===== src/rtl/uart_rx.sv =====
`timescale 1ns / 1ps
// -----------------------------------------------------------------------------
// uart_rx
//   8N1 UART receiver with a single-byte holding register and a ready/valid
//   consumer handshake. The line is sampled at mid-bit using one bit-period
//   counter. Reception never stalls. A byte that arrives while the previous
//   one is still unconsumed is dropped, and overrun is pulsed.
//
// Parameters
//   CLOCK_FREQ  system clock frequency in Hz
//   BAUD_RATE   line bit rate in bits/s
//
// Ports
//   clk        clock
//   rst        synchronous, active-high reset
//   rx         asynchronous serial line, idle high
//   rx_ready   consumer accepts the held byte
//   rx_data    received byte, stable while rx_valid is high
//   rx_valid   rx_data holds an unconsumed byte
//   frame_err  one-cycle pulse when the stop bit is sampled low
//   overrun    one-cycle pulse when a completed byte is dropped
//   busy       high whenever the receiver is not idle
// -----------------------------------------------------------------------------
module uart_rx #(
  parameter int CLOCK_FREQ = 50000000,
  parameter int BAUD_RATE  = 9600
) (
  input  logic       clk,
  input  logic       rst,
  input  logic       rx,
  input  logic       rx_ready,
  output logic [7:0] rx_data,
  output logic       rx_valid,
  output logic       frame_err,
  output logic       overrun,
  output logic       busy
);

  localparam int CLOCKS_PER_BIT = CLOCK_FREQ / BAUD_RATE;
  localparam int CNT_W          = $clog2(CLOCKS_PER_BIT);

  localparam logic [CNT_W-1:0] CNT_LAST = CNT_W'(CLOCKS_PER_BIT - 1);
  localparam logic [CNT_W-1:0] CNT_HALF = CNT_W'(CLOCKS_PER_BIT / 2 - 1);

  typedef enum logic [1:0] {
    IDLE,
    START,
    DATA,
    STOP
  } state_t;

  state_t           state, state_next;
  logic [CNT_W-1:0] cnt, cnt_next;
  logic [2:0]       bit_idx, bit_idx_next;
  logic [7:0]       shift, shift_next;
  logic             rx_meta, line;
  logic             deliver;
  logic             stop_bad;

  // Next-state logic. A frame is always received to completion, whatever the
  // state of the holding register, so the line is never stalled.
  always_comb begin
    // NOTE: every output of this block gets a default first, so no path can
    // leave one unassigned and infer a latch.
    state_next   = state;
    cnt_next     = cnt;
    bit_idx_next = bit_idx;
    shift_next   = shift;
    deliver      = 1'b0;
    stop_bad     = 1'b0;

    unique case (state)
      IDLE: begin
        cnt_next = '0;
        if (!line) state_next = START;
      end

      START: begin
        if (cnt == CNT_HALF) begin
          cnt_next = '0;
          if (!line) begin
            state_next   = DATA;
            bit_idx_next = 3'd0;
          end else begin
            // Line is high again at mid start bit: a glitch, not a frame.
            state_next = IDLE;
          end
        end else begin
          cnt_next = cnt + CNT_W'(1);
        end
      end

      DATA: begin
        if (cnt == CNT_LAST) begin
          cnt_next   = '0;
          shift_next = {line, shift[7:1]};  // LSB arrives first
          if (bit_idx == 3'd7) state_next = STOP;
          else                 bit_idx_next = bit_idx + 3'd1;
        end else begin
          cnt_next = cnt + CNT_W'(1);
        end
      end

      STOP: begin
        if (cnt == CNT_LAST) begin
          // Leave at mid stop bit so a start bit that follows at once is seen.
          cnt_next   = '0;
          state_next = IDLE;
          deliver    = line;
          stop_bad   = !line;
        end else begin
          cnt_next = cnt + CNT_W'(1);
        end
      end

      default: state_next = IDLE;
    endcase
  end

  // NOTE: all state is updated with non-blocking assignments so every flop
  // samples pre-edge values regardless of statement order.
  always_ff @(posedge clk) begin
    if (rst) begin
      // The synchronizer resets to the idle level so that reset release is
      // not seen as a falling edge.
      rx_meta   <= 1'b1;
      line      <= 1'b1;
      state     <= IDLE;
      cnt       <= '0;
      bit_idx   <= 3'd0;
      shift     <= 8'h00;
      rx_data   <= 8'h00;
      rx_valid  <= 1'b0;
      frame_err <= 1'b0;
      overrun   <= 1'b0;
    end else begin
      rx_meta   <= rx;
      line      <= rx_meta;
      state     <= state_next;
      cnt       <= cnt_next;
      bit_idx   <= bit_idx_next;
      shift     <= shift_next;
      frame_err <= stop_bad;
      overrun   <= 1'b0;

      if (deliver) begin
        if (!rx_valid || rx_ready) begin
          rx_data  <= shift;
          rx_valid <= 1'b1;
        end else begin
          overrun <= 1'b1;
        end
      end else if (rx_valid && rx_ready) begin
        rx_valid <= 1'b0;
      end
    end
  end

  assign busy = (state != IDLE);

endmodule


===== config.mk =====
export PLATFORM = sky130hd
export DESIGN_NAME = uart_rx
export DESIGN_NICKNAME = d
export VERILOG_FILES = /design/src/rtl/uart_rx.sv
export SDC_FILE = /design/constraint.sdc
export NUM_CORES = 1
export LEC_CHECK = 0
export BUFFER_PORTS_ARGS = -buffer_cell sky130_fd_sc_hd__buf_2
export CAP_MARGIN = 20
export CORE_MARGIN = 3
export CORE_UTILIZATION = 30
export DETAILED_ROUTE_END_ITERATION = 7
export GPL_TIMING_DRIVEN = 0
export PLACE_DENSITY_LB_ADDON = 0.25
export SYNTH_ARGS = -nofsm -noshare
export SYNTH_HDL_FRONTEND = slang
export SYNTH_SLANG_ARGS = --single-unit

===== constraint.sdc =====
create_clock -name clk -period 1.6 [get_ports clk]
set_clock_uncertainty 0.1 [all_clocks]
set_input_delay 0.08 -clock clk [delete_from_list [all_inputs] [get_ports clk]]
set_output_delay 0.08 -clock clk [all_outputs]
set_load 0.005 [all_outputs]

==> flow_summary.toml <==
[yosys]
async_reset_ff_share_pct = 0
synth_edf_count = 0
synth_cell_types = 34
ys_ff_latch = 39
postSynthAreaPerCell_um2 = 9.51
syn-num-nets = 191
ys.warnings.count = 0
synth_seq_area_share_pct = 44.6
synth_cells = 184
ys_dominant_reg_cell = "dfxtp_1"
synthesis.area_mm2 = 0.00175

[floorplanning]
die_area_mm2 = 0.00679
start_util_pct = 31.4
ios = 16
num_rows = 27
die_h_um = 82.4
die_w_um = 82.4
core_region_area_mm2 = 0.00557

[hold_path]
worst_hold_path_type = "in -> reg"
hold_start = "rst"

[power_and_ir_drop]
ir_worst_vdd_uv = 272
p_per_area_mw_per_mm2 = 743
cellLeakagePower_uw = 0.000886

[place]
gp_congestion = 0.752
place_area_mm2 = 0.00193
place_inst = 271
dp_hpwl_um = 2320
portBuffers = 15
dp_slack_ns = -0.189

[cells_and_area]
final_common_cell = "dfxtp_1"
syn_to_final_growth_pct = 29.7
layout_common_cells = "27 x dfxtp_1, 24 x nor2_1, 18 x nand2b_1, 17 x mux2i_1, 15 x buf_2"
stdcell_area_mm2 = 0.00227
fin_nets = 225
antennaDiodeCount = 0
drive_above_1_share_pct = 34.7
instances_no_fill = 291

[grt]
track_usage_pct = 11.5
gr-total-overflow = 0
grt_max_degree = 14
grt_pass1_vias = 1295
antenna_found_initial = 0
grt_pass1_wl_um = 6060

[sta]
slew_headroom_pct = 67.6
hold_viol_final = 0
tightestPinTransition_ns = 0.486
finalSetupViolCount = 0
fin_ws_ns = 0.00908
finalCritPeriodShare_pct = 99.4
drv_slew = 0
finalCriticalPeriod_ns = 1.59
max_freq_mhz = 629
tns_ns = 0
rsz0062_at_grt = "true"

[clock_network]
clk_path_buf_depth = 2
clkSlewWorstSetupHoldPaths_ns = 0.08
cts_max_level = 2
cts.sinks = 39
cts_tree = "yes"
cts_root_buf = "clkbuf_8"
cts_buffers = 5
clk_latency_ns = 0.29

[job]
drv_cap = 0

[critical_path]
critPathKind = "reg -> reg"
worstPathArrival_ns = 1.67
startpoint = "cnt[1]"
crit_required_ns = 1.68
worstSetupStartpointType = "register"
end_kind = "register"
crit_fanout = 5
r2r-start = "cnt[1]"

[outcome]
status = "finished, final reports clean"

[drt]
antenna_left = 0
routed_wl_um = 3640
vias = 1400
drc_errors = 0
dr.first_iter.drc_count = 96
first_pass_iters = 4
drt-vias-per-instance = 4.81
post_drt_wl_per_cell_um = 12.5
## layout make-up
cell class,instances,area (µm²)
Buffer,5,33.8
Clock buffer,5,68.8
Clock inverter,3,20.0
Fill cell,549,3300
Inverter,3,11.3
Multi-Input combinational cell,135,1060
Sequential cell,39,801
Tap cell,72,90.1
Timing Repair Buffer,29,190
## path summary, 6_finish.rpt
check                           cells after the start  slack (ns)         end
worst max-delay path                                6       0.009     cnt[10]
worst min-delay path                                3        0.05  rx_data[5]
worst max register to register                      6       0.009     cnt[10]
worst min register to register                      1        0.31        line
## logic make-up after synthesis
group	share of synthesized area [%]
flip-flops	44.6
XOR/XNOR	5.50
multiplexers	9.72
AND/OR/NAND/NOR	30.7
AO/OA/AOI/OAI	4.36
adder cells (fa/ha/maj)	2.14
buffers and inverters	2.93
## flip-flops by register name, summed over array words and instances (netlist names), named ones only
signal / count
shift: 8
rx_data: 8
rx_valid: 1
line: 1
bit_idx: 3
cnt: 13
frame_err: 1
overrun: 1
state: 1
rx_meta: 1
## synth_stat cells, types with 2 or more instances
| cell type | n | area (µm²) |
|---|---|---|
| a21o_1 | 2 | 15.0 |
| a21oi_1 | 5 | 25.0 |
| and3_1 | 2 | 12.5 |
| and4bb_4 | 2 | 32.5 |
| buf_2 | 2 | 10.0 |
| clkbuf_1 | 3 | 11.3 |
| dfxtp_1 | 39 | 781 |
| ha_1 | 3 | 37.5 |
| inv_1 | 3 | 11.3 |
| mux2i_1 | 17 | 170 |
| nand2_1 | 6 | 22.5 |
| nand2b_1 | 18 | 113 |
| nand3_1 | 10 | 50.1 |
| nand4_1 | 5 | 31.3 |
| nand4_2 | 2 | 25.0 |
| nor2_1 | 24 | 90.1 |
| nor2b_1 | 3 | 18.8 |
| nor3_1 | 6 | 30.0 |
| nor3b_1 | 2 | 15.0 |
| nor4_1 | 2 | 12.5 |
| nor4b_1 | 2 | 17.5 |
| o21ai_0 | 2 | 10.0 |
| or2_2 | 3 | 18.8 |
| or3_1 | 2 | 12.5 |
| xnor2_1 | 9 | 78.8 |
| xor2_1 | 2 | 17.5 |
## where the power goes
part	switching [µW]	internal, µW
Sequential	7.26	972
Combinational	25.7	25.5
Clock	354	303
## worst max-delay path: stages, from the launching register on
cell      delay [ns]
dfxtp_2         0.36
ha_4            0.15
and4bb_4        0.31
a31oi_2         0.12
a31oi_4         0.24
buf_6           0.16
nor2_1          0.05
## metal layers
layer  share of wire (%)  track usage (%)  wire length [µm]  up-vias
li1                    -                -                 -      710
met1                  49             15.4              1780      657
met2                  45             17.7              1630       28
met3                 4.9             2.93               178        5
met4                 1.3             3.99                48        0
met5                   0                0                 0        -
## stage by stage
| stage | total power, µW | util (%) | hold WS (ns) |
|---|---|---|---|
| global route | 1750 | 40.7 | 0.0979 |
| global placement | 1050 | 34.6 | 0.174 |
| CTS | 1720 | 39.1 | 0.0519 |
| floorplan | 1030 | - | 0.0838 |
| finish | 1690 | 40.7 | 0.0545 |
| detailed placement | 1040 | 34.6 | 0.174 |
## repair_timing
item                                    4_1_cts  5_1_grt
hold buffers                                  1        0
endpoints found under the hold margin         1        0
buffers inserted                             10        2
gates resized for setup                      16       26
gates cloned                                  1        0
pin swaps                                    10       16
endpoints found under the setup margin       23       36
Note: power is estimated with default switching activity, not from simulation.
